===== config.mk =====
export PLATFORM = sky130hd
export DESIGN_NAME = busca_instrucao
export DESIGN_NICKNAME = d
export VERILOG_FILES = /design/src/rtl/busca_instrucao_pkg.sv /design/src/rtl/busca_instrucao_proximo_pc.sv /design/src/rtl/busca_instrucao.sv
export SDC_FILE = /design/constraint.sdc
export NUM_CORES = 1
export LEC_CHECK = 0
export CAP_MARGIN = 20
export CORE_MARGIN = 4
export CORE_UTILIZATION = 36
export CTS_CLUSTER_DIAMETER = 50
export DETAILED_ROUTE_END_ITERATION = 8
export GPL_TIMING_DRIVEN = 0
export PLACE_DENSITY_LB_ADDON = 0.15
export SLEW_MARGIN = 20
export SYNTH_ARGS = -nofsm -noshare
export SYNTH_HDL_FRONTEND = slang
export SYNTH_SLANG_ARGS = --single-unit
export TNS_END_PERCENT = 20

===== constraint.sdc =====
create_clock -name clk -period 1.3 [get_ports clk]
set_input_delay 0.26 -clock clk [delete_from_list [all_inputs] [get_ports clk]]
set_output_delay 0.26 -clock clk [all_outputs]
set_load 0.02 [all_outputs]

===== src/rtl/busca_instrucao_pkg.sv =====
// Shared definitions for the instruction-fetch stage and its next-PC mux.
// The branch unit imports the same FonteCP codes, so the encoding lives here once.
// Contents: next-PC source codes, FSM state type, opcode field width.
package busca_instrucao_pkg;

    // Next-PC source select codes
    localparam logic [1:0] FONTE_INC    = 2'b00;  // pc + 1
    localparam logic [1:0] FONTE_ULA    = 2'b01;  // ALU result (branch target)
    localparam logic [1:0] FONTE_JMP    = 2'b10;  // immediate field of ir (jump)
    localparam logic [1:0] FONTE_MANTEM = 2'b11;  // same pc (refetch)

    // Opcode occupies the top OPCODE_W bits of the instruction word
    localparam int OPCODE_W = 4;

    // Fetch FSM states
    typedef enum logic [1:0] {
        BUSCA     = 2'd0,  // raise the memory request
        AGUARDA   = 2'd1,  // request outstanding, wait for ack
        ESPERA_CP = 2'd2   // ir valid, wait for the control unit to write pc
    } estado_t;

endpackage


===== src/rtl/busca_instrucao_proximo_pc.sv =====
// Next-PC selector: pc+1, ALU result, jump immediate or same pc.
// Latency: purely combinational, zero cycles.
// Backpressure: none; the caller decides when prox is committed.
// Ports:
//   pc, ula_resultado, imediato  in  ADDR_W  candidate sources
//   fonte                        in  2       source select (FONTE_* codes)
//   prox                         out ADDR_W  selected next PC
module proximo_pc
    import busca_instrucao_pkg::*;
#(
    parameter int ADDR_W = 12
) (
    input  logic [ADDR_W-1:0] pc,
    input  logic [ADDR_W-1:0] ula_resultado,
    input  logic [ADDR_W-1:0] imediato,
    input  logic [1:0]        fonte,
    output logic [ADDR_W-1:0] prox
);

    logic [ADDR_W-1:0] pc_inc;

    // Width-limited add: all-ones wraps to zero
    assign pc_inc = pc + ADDR_W'(1);

    always_comb begin
        prox = pc;
        case (fonte)
            FONTE_INC:    prox = pc_inc;
            FONTE_ULA:    prox = ula_resultado;
            FONTE_JMP:    prox = imediato;
            FONTE_MANTEM: prox = pc;
            default:      prox = pc;
        endcase
    end

endmodule


===== src/rtl/busca_instrucao.sv =====
// Instruction fetch stage: owns pc/ir, fetches over req/ack, feeds the control unit.
// Latency: pc write at edge N -> mem_req at N+1 -> ir loaded at N+2 with zero-wait ack.
// Backpressure: mem_req/mem_addr held until mem_ack; ir held until the next pc write.
// Ports:
//   clk, rst_n                     clock / async active-low reset
//   EscCP, EscCondCP, zero         pc write strobes (conditional one qualified by zero)
//   FonteCP, ula_resultado         next-PC select and ALU branch target
//   mem_req/mem_addr/mem_rdata/mem_ack  instruction memory handshake
//   pc, ir, opcode, imediato       architectural state and decoded fields
//   ir_valido                      ir holds the instruction at pc
//   erro_seq                       sticky: pc strobe seen outside ESPERA_CP
module busca_instrucao
    import busca_instrucao_pkg::*;
#(
    parameter int                 DATA_W   = 16,
    parameter int                 ADDR_W   = 12,
    parameter logic [ADDR_W-1:0]  RESET_PC = '0
) (
    input  logic              clk,
    input  logic              rst_n,
    input  logic              EscCP,
    input  logic              EscCondCP,
    input  logic              zero,
    input  logic [1:0]        FonteCP,
    input  logic [ADDR_W-1:0] ula_resultado,
    input  logic [DATA_W-1:0] mem_rdata,
    input  logic              mem_ack,
    output logic              mem_req,
    output logic [ADDR_W-1:0] mem_addr,
    output logic [ADDR_W-1:0] pc,
    output logic [DATA_W-1:0] ir,
    output logic [3:0]        opcode,
    output logic [ADDR_W-1:0] imediato,
    output logic              ir_valido,
    output logic              erro_seq
);

    estado_t           estado;
    estado_t           estado_nxt;
    logic              wr;
    logic              carrega_ir;
    logic              carrega_pc;
    logic              pede_mem;
    logic [ADDR_W-1:0] prox;

    assign wr       = EscCP | (EscCondCP & zero);
    assign opcode   = ir[DATA_W-1 -: OPCODE_W];
    assign imediato = ir[ADDR_W-1:0];
    assign mem_addr = pc;

    proximo_pc #(
        .ADDR_W(ADDR_W)
    ) u_proximo_pc (
        .pc            (pc),
        .ula_resultado (ula_resultado),
        .imediato      (imediato),
        .fonte         (FonteCP),
        .prox          (prox)
    );

    // State register
    always_ff @(posedge clk or negedge rst_n) begin
        if (!rst_n) begin
            estado <= BUSCA;
        end else begin
            estado <= estado_nxt;
        end
    end

    // Next state and register-load strobes
    always_comb begin
        estado_nxt = estado;
        carrega_ir = 1'b0;
        carrega_pc = 1'b0;
        pede_mem   = 1'b0;
        case (estado)
            BUSCA: begin
                pede_mem   = 1'b1;
                estado_nxt = AGUARDA;
            end
            AGUARDA: begin
                if (mem_ack) begin
                    carrega_ir = 1'b1;
                    estado_nxt = ESPERA_CP;
                end
            end
            ESPERA_CP: begin
                if (wr) begin
                    carrega_pc = 1'b1;
                    estado_nxt = BUSCA;
                end
            end
            default: estado_nxt = BUSCA;
        endcase
    end

    // Datapath registers
    always_ff @(posedge clk or negedge rst_n) begin
        if (!rst_n) begin
            pc        <= RESET_PC;
            ir        <= '0;
            ir_valido <= 1'b0;
            mem_req   <= 1'b0;
            erro_seq  <= 1'b0;
        end else begin
            if (carrega_pc) begin
                pc <= prox;
            end

            if (carrega_ir) begin
                ir <= mem_rdata;
            end

            // ir itself is left untouched on a pc write; only the valid flag drops
            if (carrega_ir) begin
                ir_valido <= 1'b1;
            end else if (carrega_pc) begin
                ir_valido <= 1'b0;
            end

            if (pede_mem) begin
                mem_req <= 1'b1;
            end else if (carrega_ir) begin
                mem_req <= 1'b0;
            end

            // A strobe while a fetch is in flight means the control unit is out of step
            if (wr && (estado != ESPERA_CP)) begin
                erro_seq <= 1'b1;
            end
        end
    end

endmodule


==> metrics.cfg, run 1 <==
[critical_path]
crit_path_start_kind=flop
arrival_ns=1.69
path_class=flop to flop
regToRegSetupSlack_ns=-0.17
required_ns=1.51
crit_chain=or2b_4 > nor4_4 > buf_6 > buf_6 > a32oi_2 > nand3_1
crit_fanout=5
crit_family=simple AND/OR/NAND/NOR gates
worst-path-buf-inv=2
cp_slowest_cell=dfrtp_2
critPathCaptureType=flop
cpPeakStageDelay_ns=0.44
cpMostUsedCell=buf_6

[synthesis]
netlist_area_um2=1900
synthSimpleGateAreaFrac_pct=11.9
synth_top_area_share_pct=43.4
syn-mean-instance-area_um2=10.5
synth.area.top_cells=dfrtp_1, buf_4, mux2_2, a221oi_1, a21oi_1
seq_area_frac_synth_pct=43.4
synth_xor_area_share_pct=0
syn_nets=222
muxShareOfSynthArea_pct=11.6
syn_inst=182
async_flop_share_pct=100
yosysWarnings=0
ys.flop_type=dfrtp_1
ys_ff_latch=33
synth_compound_area_share_pct=16.6
yosysTopAreaCell=dfrtp_1
synth_cell_type_count=35
synth_adder_area_share_pct=2.63
synth_top_family_by_area=compound AO/OA/AOI/OAI gates
synth-edff-count=0

[drt]
drtPass1Iterations=4
met1_length_um=2360
met2_length_um=3040
top_layer_used=met4
ant_nets=0
met3_length_um=423
num_vias=1886
routed_wirelength_um=5920
wl_per_cell_um=15.6
drc_errors=0
drt_first_iter_violations=55
via_per_inst=4.96

[layout]
final-seq-area_um2=843
multiInputGateArea_um2=1010
fill_cells=411
layout_commonest_cell=buf_4
syn2layout_area_growth_pct=81.3
n_antenna_cell=0
nets=349
final_cell_mix=buf_4, buf_6, clkdlybuf4s50_1
drive_gt1_share_pct=59.7
finish.utilization_pct=67.5

[power]
p_leak_nw=1.55
fin_total_pwr_mw=7.26
ir_drop_mv=1.29
powerDensity_nw_per_um2=2100

[run]
drv_cap=0

[clocking]
cts_tree=done
cts_buffers=5
cts_root_buffer=clkbuf_8
clkSinkCount=33
clock_latency_ns=0.28
cts.clk_slew.worst_paths_ns=0.07
clockBufferDepth=2
htree_levels=2

[sta]
slew_viol_final=0
setup_viol=10
hold_viol=0
worst_pin_slew_ns=0.404
clock_skew_ns=0.00324
slew_headroom_pct=73.1
holdWs_ns=0.322
fin_crit_sh_pct=113
period_minus_slack_ns=1.47
setup_ws_ns=-0.172
fmax_mhz=679
rsz0062_at_grt=yes

[floorplan]
io_pins=95
dieWidth_um=80.7
rows=26
fp.dieArea_um2=6510
core_area_um2=5110
die_y_um=80.7
start_util_pct=37.3

[global_routing]
grt_pass1_vias=1870
globalRouteOverflowTotal=0
antenna_found_initial=0
grt_pass1_wl_um=9170
grt_use_total_pct=18.4
grt_max_degree=32

[outcome]
violations=setup timing
run_status=finished, violations left

[placement]
place_congestion=0.753
post-dp-hpwl_um=4120
io_buffers=94
dpl_worst_slack_ns=-0.844

[hold_path]
hp-class=primary input to asynchronous set/reset pin

## cells by family after synthesis
family / after synthesis
AO/OA/AOI/OAI: 45
buffers and inverters: 42
AND/OR/NAND/NOR: 38
flip-flops: 33
multiplexers: 20
adder cells (fa/ha/maj): 4
## worst register-to-register path, cell delays in order, from the launching register on
cell	delay (ns)
dfrtp_2	0.44
or2b_4	0.30
nor4_4	0.27
buf_6	0.17
buf_6	0.10
a32oi_2	0.04
nand3_1	0.09
## stage by stage
step / std cells / TNS (ns) / area (um^2)
final: 380 / -1.07 / 3450
after global routing: 380 / -2.00 / 3450
after CTS: 373 / -0.947 / 3320
after detailed placement: 347 / -19.50 / 3050
after global placement: 346 / -44.30 / 3030
after floorplan: 182 / -1.28 / 2000
## area by class of cell
class | count | area share (%)
Multi-Input combinational cell | 107 | 29.4
Tap cell | 70 | 2.54
Clock buffer | 7 | 2.79
Inverter | 6 | 0.653
Buffer | 35 | 9.50
Timing Repair Buffer | 121 | 30.5
Clock inverter | 1 | 0.145
Sequential cell | 33 | 24.4
## metal layers
layer  GRT usage (%)  up-vias
met5               0        -
met4            4.90        0
met2            31.0       72
met1            22.4      899
met3            6.17       11
li1                -      904
## synthesized netlist by cell type, types with 2 or more instances
cell      instances
dfrtp_1          33
buf_4            28
mux2_2           16
a21oi_1          11
nand3_1          10
a221oi_1          8
nand2_1           7
a22oi_1           6
clkbuf_1          6
inv_1             6
nor2_1            6
o21ai_0           6
ha_1              4
mux2i_1           4
a21o_1            3
nand4_1           3
o22a_1            3
a31oi_1           2
and3_1            2
and4_1            2
buf_2             2
## registers in the layout, summed over array words and instances, names as in the netlist
signal / cells
ir: 16
mem_addr: 12
estado: 2
erro_seq: 1
ir_valido: 1
mem_req: 1
## power by group
group / leakage (nW) / switching, mW / internal, mW / total [mW]
Clock: 0.0542 / 0.358 / 0.478 / 0.836
Sequential: 0.377 / 0.587 / 1.50 / 2.08
Combinational: 1.12 / 2.04 / 2.30 / 4.34
Total: 1.55 / 2.99 / 4.27 / 7.26
## worst paths after layout
path                          endpoint      start  cells past startpoint
setup / recovery           mem_addr[7]  estado[0]                      6
max in group asynchronous  mem_addr[1]      rst_n                      3
hold / removal                 mem_req      rst_n                      2
hold reg to reg               erro_seq   erro_seq                      1
setup reg to reg           mem_addr[7]  estado[0]                      6
min in group clk              erro_seq   erro_seq                      1
## repair_timing
item	CTS	global route
buffers inserted	17	7
cloned	1	0
pin swaps	10	7
hold buffers	1	0
hold endpoints to repair	33	0
gates resized for setup	162	75
endpoints found under the setup margin	88	55
No activity file was read; power rests on OpenSTA's default activity.
==> inputs of run 2 (changes only) <==
CAP_MARGIN = 0   (was 20)
SLEW_MARGIN = not set   (was 20)
clock period = 1.35 ns   (was 1.3 ns; I/O delays follow)
==> metrics.cfg, run 2 (synthesis results as in run 1) <==
[outcome]
run_status=finished, violations left
violations=setup timing

[floorplan]
fp.dieArea_um2=6510
rows=26
die_y_um=80.7
start_util_pct=37.3
dieWidth_um=80.7
core_area_um2=5110
io_pins=95

[critical_path]
regToRegSetupSlack_ns=-0.07
crit_fanout=6
cp_slowest_cell=or4b_1
critPathCaptureType=flop
path_class=flop to flop
cpPeakStageDelay_ns=0.49
worst-path-buf-inv=0
crit_family=simple AND/OR/NAND/NOR gates
crit_path_start_kind=flop
reg2regPathDepth=4
reg2reg_from=mem_addr[1]
r2r_end=mem_addr[7]
required_ns=1.56
crit_chain=and4_4 > nand2_2 > or4b_1 > nand3_1
arrival_ns=1.63

[clocking]
cts_root_buffer=clkbuf_8
clock_latency_ns=0.28
clockBufferDepth=2
cts_tree=done
cts.clk_slew.worst_paths_ns=0.07
cts_buffers=5
htree_levels=2
clkSinkCount=33

[sta]
setup_ws_ns=-0.0651
holdWs_ns=0.0485
fin_crit_sh_pct=105
worst_pin_slew_ns=0.738
slew_headroom_pct=50.8
period_minus_slack_ns=1.42
rsz0062_at_grt=yes
hold_viol=0
slew_viol_final=0
clock_skew_ns=0.00304
fmax_mhz=707
setup_viol=6

[hold_path]
hp-class=primary input to asynchronous set/reset pin

[power]
p_leak_nw=1.50
ir_drop_mv=1.18
powerDensity_nw_per_um2=2080

[drt]
num_vias=1824
drtPass1Iterations=6
routed_wirelength_um=5530
wl_per_cell_um=14.7
ant_nets=0
drc_errors=0
drt_first_iter_violations=83
via_per_inst=4.86

[placement]
dpl_worst_slack_ns=-0.788
io_buffers=94
post-dp-hpwl_um=4070
place_congestion=0.764

[run]
drv_cap=0

[global_routing]
grt_pass1_vias=1825
antenna_found_initial=0
grt_pass1_wl_um=8870
globalRouteOverflowTotal=0
grt_max_degree=34
grt_use_total_pct=17.6

[layout]
drive_gt1_share_pct=48.5
nets=344
syn2layout_area_growth_pct=73.7
layout_commonest_cell=buf_4
final-seq-area_um2=838
final_cell_mix=buf_4, clkdlybuf4s50_1, dfrtp_1
regMostFlops=ir
multiInputGateArea_um2=933
largest_register_ffs=16
fill_cells=418
n_antenna_cell=0

## run 2: cell types whose count changed in the layout (fill, tap and decap cells not counted), moves of 3 or more
cell,delta
dlygate4sd2_1,+13
dfrtp_1,+4
clkdlybuf4s15_1,+4
buf_4,+19
buf_6,-21
a21oi_1,+4
clkbuf_2,-11
a21oi_2,-3
dfrtp_2,-4
buf_2,-5
## run 2: worst reg2reg max path, stage by stage (launching register included)
cell and delay (ns):
dfrtp_2 0.43, and4_4 0.28, nand2_2 0.07, or4b_1 0.49, nand3_1 0.09
## run 2: what timing repair did
action | in CTS | in global routing
resized for setup | 137 | 25
endpoints found under the setup margin | 88 | 30
setup buffers | 20 | 1
hold buffers | 0 | 0
pin swaps | 10 | 6
## run 2: stage by stage
| step | setup TNS [ns] | utilization, % | area, um^2 | instances | power, mW |
|---|---|---|---|---|---|
| after global routing | -0.977 | 64.7 | 3310 | 375 | 7.29 |
| after floorplan | -0.668 | - | 1990 | 182 | 4.11 |
| after detailed placement | -17.95 | 59.0 | 3010 | 346 | 6.02 |
| after global placement | -40.20 | 59.1 | 3020 | 346 | 5.96 |
| final | -0.247 | 64.7 | 3310 | 375 | 6.86 |
| after CTS | -0.453 | 64.5 | 3300 | 374 | 6.87 |
## run 2: how the worst max path moves through the flow
| stage | from | to | slack [ns] | depth (start not counted) |
|---|---|---|---|---|
| 3_5_place_dp | FonteCP[0] | mem_addr[3] | -0.79 | 7 |
| 6_report | mem_addr[1] | mem_addr[7] | -0.07 | 4 |
| 2_1_floorplan | mem_addr[1] | mem_addr[7] | -0.06 | 4 |
| 4_1_cts | estado[0] | mem_addr[11] | -0.10 | 5 |
| 3_3_place_gp | rst_n | mem_addr[3] | -0.81 | 1 |
| 5_1_grt | estado[0] | mem_addr[7] | -0.16 | 6 |
## run 2: final cells by class
type | instances | area share, %
timing repair buffer | 115 | 30.4
sequential | 33 | 25.4
inverter | 6 | 0.681
clock inverter | 2 | 1.14
clock buffer | 6 | 2.50
buffer | 36 | 9.01
tap | 70 | 2.65
multi-input combinational | 107 | 28.2
## run 2: power by group
part,switching (mW),total (mW),internal [mW]
Combinational,1.88,3.95,2.07
Clock,0.356,0.956,0.600
Sequential,0.531,1.96,1.43
Total,2.77,6.86,4.10
## run 2: layer usage
layer	track usage, %	routed length (um)
met1	21.2	2230
met2	30.0	2830
met3	5.83	405
met4	4.56	64
met5	0	0
==> patch 1 (flow settings as in run 2) <==
Re-encode `estado_t` (3 values) as one-hot, 3 bits wide.
--- a/src/rtl/busca_instrucao_pkg.sv
+++ b/src/rtl/busca_instrucao_pkg.sv
@@ -14,8 +14,8 @@
 
     // Fetch FSM states
-    typedef enum logic [1:0] {
-        BUSCA     = 2'd0,  // raise the memory request
-        AGUARDA   = 2'd1,  // request outstanding, wait for ack
-        ESPERA_CP = 2'd2   // ir valid, wait for the control unit to write pc
+    typedef enum logic [2:0] {
+        BUSCA     = 3'b001,  // raise the memory request
+        AGUARDA   = 3'b010,  // request outstanding, wait for ack
+        ESPERA_CP = 3'b100   // ir valid, wait for the control unit to write pc
     } estado_t;
 
Function: no difference found for any inputs over 10 cycles, from zero or initial values and one cycle with rst_n low; not proved beyond that.
==> patch 1 against run 2 <==
The run still ends with setup timing left; worst setup slack got worse by 0.56 ns; total power fell by 11%; cell area rose by 0.76%; sequential power fell by 6%; via count rose by 6.7%; sequential cell count rose by 1; routed wire length rose by 7.6%; area after synthesis rose by 4.1%; largest cell class unchanged.
==> patch 1: results (changes against run 2) <==
[synthesis]
synthTopCellsByCount=dfrtp_1 (33), buf_4 (28), mux2_2 (18)
synthDistinctLibCells=38  ; +8.6%
synth_area_leaders=dfrtp_1 (42%), buf_4 (11%), mux2_2 (10%), a221oi_1 (3.5%), ha_1 (2.5%)
synthCells=190  ; +4.4%

[pwr]
pg_comb_uw=3440  ; -13%
p_seq_share_pct=30.5  ; +1.9 points
p_int_uw=3650  ; -11%

[sta]
setup_violations=29  ; +23
skew_ns=0.00550  ; +0.00245 ns
fin_ws_ns=-0.628  ; -0.563 ns
relSlewSlack_pct=50.1  ; -0.66 points

[setup_path]
cp.arrival_ns=2.15  ; +0.52 ns
cp_max_fo=5  ; -1
ff2ff_path_depth=6  ; +2

[route]
dr.first_iter.drc_count=90  ; +8.4%
first_pass_iters=4  ; -2
routed_wl_mm=5.95  ; +7.6%

[cells_and_area]
layoutNonFillerInstCount=378  ; +0.80%

[place]
placed_cell_area_um2=3020  ; +0.29%
dp_hpwl_mm=4.19  ; +3.1%
place.gp.congestion=0.764  ; about the same
dp.cells=354  ; +2.3%

[global_route]
grt_first_pass_wirelength_mm=9.41  ; +6.1%

[run_status]
violations=setup timing
outcome=complete, but fails checks

[patch 1: per-layer routing]
layer,vias up,GRT usage (%),part of all wire [%]
met4,0,5.65,1.6
met5,-,0,0
met1,934,23.3,41
li1,921,-,-
met2,82,30.6,49
met3,10,5.42,8.3
[patch 1: area by class of cell]
class | count | area, um^2 | area share (%)
Clock buffer | 6 | 82.6 | 2.48
Sequential cell | 34 | 865 | 26.0
Tap cell | 70 | 87.6 | 2.63
Antenna cell | 1 | 2.50 | 0.0751
Buffer | 36 | 290 | 8.72
Multi-Input combinational cell | 113 | 1040 | 31.3
Timing Repair Buffer | 111 | 931 | 27.9
Inverter | 5 | 18.8 | 0.563
Clock inverter | 2 | 12.5 | 0.376
[patch 1: kinds of logic after synthesis]
logic type | count (synthesis) | synth area share, %
mux | 19 | 10.7
buf+inv | 43 | 13.6
compound gates | 39 | 14.8
simple gates | 50 | 14.8
xor+xnor | 1 | 0.442
fa+ha+maj | 4 | 2.53
flops | 34 | 43.0
[patch 1: stage by stage]
step                      setup slack, ns  power [uW]  TNS, ns  hold WS, ns
after CTS                          -0.624        6090    -8.63       0.0754
after global routing               -0.665        6440    -8.44        0.117
final                              -0.628        6080    -7.33       0.0472
after global placement              -1.10        5190   -51.98        0.452
after detailed placement            -1.13        5230   -27.78        0.395
after floorplan                    -0.563        3630    -9.55      -0.0256
[patch 1: critical path: cells and delay by family (launching register included)]
kind                   cells  cell delay [ns]
AND/OR/NAND/NOR            3             0.92
AO/OA/AOI/OAI              1             0.19
flip-flops                 1             0.41
buffers and inverters      2             0.32
[patch 1: repair_timing]
item	4_1_cts	5_1_grt
gates cloned	1	1
setup buffers	8	7
pin swaps	5	7
resized for setup	110	56
endpoints found under the setup margin	88	59
==> patch 2 (config.mk and constraints of run 2) <==
Without the edit above. `ADDR_W` is set to 12 in 2 places; all go to 13.
--- a/src/rtl/busca_instrucao_proximo_pc.sv
+++ b/src/rtl/busca_instrucao_proximo_pc.sv
@@ -9,5 +9,5 @@
     import busca_instrucao_pkg::*;
 #(
-    parameter int ADDR_W = 12
+    parameter int ADDR_W = 13
 ) (
     input  logic [ADDR_W-1:0] pc,
--- a/src/rtl/busca_instrucao.sv
+++ b/src/rtl/busca_instrucao.sv
@@ -14,5 +14,5 @@
 #(
     parameter int                 DATA_W   = 16,
-    parameter int                 ADDR_W   = 12,
+    parameter int                 ADDR_W   = 13,
     parameter logic [ADDR_W-1:0]  RESET_PC = '0
 ) (
Interface: changed (resized imediato, mem_addr, pc and ula_resultado); port bits go from 95 to 99. No check against the original RTL was run, so the function may have changed too.
==> patch 2 against run 2 <==
The run still ends with setup timing left; worst setup slack lost 0.034 ns; total power fell by 6.9%; sequential share of layout area fell by 0.51 points; area after synthesis up 7.0%; sequential cell count increased by 1; die area is 6.3% higher; combinational power down 5.1%; clock power fell by 24%; maximum frequency fell by 2.4%; non-clock buffer count rose by 2; sequential power down 2%; cell area grew 5.3%; routed wire length up 13%; critical endpoint is now mem_addr[12].
==> patch 2: results (changes against run 2) <==
[run_status]
outcome=complete, but fails checks
violations=setup timing

[sta]
relSlewSlack_pct=47.3  ; -3.4 points
setup_violations=21  ; +15
fin_ws_ns=-0.0994  ; -0.0344 ns

[synthesis]
synth-seq-area-share_pct=41.8  ; -1.6 points
synthDistinctLibCells=44  ; +26%
syn-num-nets=233  ; +5.0%
yosys_warnings=0  ; unchanged
synth_area_leaders=dfrtp_1 (42%), buf_4 (11%), mux2_2 (8.9%), a221oi_1 (4.3%), and4_1 (3.0%)
avgSynthCellArea_um2=10.6  ; +1.4%
synthTopCellsByCount=dfrtp_1 (34), buf_4 (31), mux2_2 (16)

[route]
first_pass_iters=4  ; -2
routed_wl_mm=6.24  ; +13%
dr.first_iter.drc_count=127  ; +53%
viasPerCell=5.16  ; +6.0%

[cells_and_area]
layoutNonFillerInstCount=387  ; +3.2%
fill_cells=473  ; +13%
drive_above_1_share_pct=54.3  ; +5.8 points

[pwr]
p_clk_uw=722  ; -24%
irDropWorstVdd_uv=1020  ; -14%
power.leakage_uw=0.00161  ; +7.5%
switching_share_pct=42.1  ; +1.8 points
pg_comb_uw=3750  ; -5.1%

[setup_path]
crit_slowest_cell=dfrtp_2
slowest_delay_ns=0.44  ; -0.05 ns
ff2ff_path_depth=5  ; +1

[place]
io_buffers=98  ; +4.3%
dp_hpwl_mm=4.31  ; +5.9%
placed_cell_area_um2=3140  ; +4.4%
place.gp.congestion=0.812  ; +6.2%
pre_cts_ws_ns=-0.840  ; -0.0523 ns

[global_route]
grt_pass1_vias=1979  ; +8.4%
grt_first_pass_wirelength_mm=9.65  ; +8.9%
grt_usage_pct=17.2  ; -0.37 points
grt_max_degree=35  ; +2.9%

## patch 2: worst paths after layout
check,from,end,slack [ns]
max,mem_addr[0],mem_addr[12],-0.1
min,rst_n,erro_seq,0.06
max reg2reg,mem_addr[0],mem_addr[12],-0.1
min reg2reg,erro_seq,erro_seq,0.46
max in group asynchronous,rst_n,ir[2],0.73
min in group clk,erro_seq,erro_seq,0.46
## patch 2: layout make-up
cell class	instances	area [um^2]	area share, %
buffer	37	300	8.63
clock buffer	5	68.8	1.98
clock inverter	2	10.0	0.288
inverter	6	22.5	0.647
multi-input combinational	115	1120	32.2
sequential	34	865	24.8
tap	72	90.1	2.59
timing repair buffer	116	1000	28.8
## patch 2: critical path: cells and delay by family (launching register included)
family	cells	cell delay, ns
simple gates	4	0.74
fa+ha+maj	1	0.18
flops	1	0.44
## patch 2: per-stage QoR
stage	setup TNS (ns)	total power, uW
final	-0.770	6390
after CTS	-0.753	6310
after detailed placement	-16.30	5690
after global routing	-2.26	6780
after global placement	-44.00	5640
after floorplan	-0.244	3930
## patch 2: routing by layer
metal  vias to the layer above  routed length (um)  track usage, %
met5                         -                   0               0
met4                         0                  81            6.24
met3                         9                 391            4.86
met2                        76                3170            28.7
met1                       967                2600            21.1
li1                        944                   -               -
## patch 2: logic make-up after synthesis
logic type / Yosys count / share of synthesized area [%]
AO/OA/AOI/OAI: 44 / 16.6
adder cells (fa/ha/maj): 4 / 2.46
buffers and inverters: 43 / 14.3
flip-flops: 34 / 41.8
multiplexers: 16 / 8.85
AND/OR/NAND/NOR: 51 / 16.0
## patch 2: what timing repair did
| action | in CTS | in global routing |
|---|---|---|
| cloned | 1 | 0 |
| setup buffers | 10 | 7 |
| gates resized for setup | 145 | 52 |
| setup endpoints to repair | 84 | 44 |
| hold buffers | 0 | 0 |
| pin swaps | 9 | 19 |
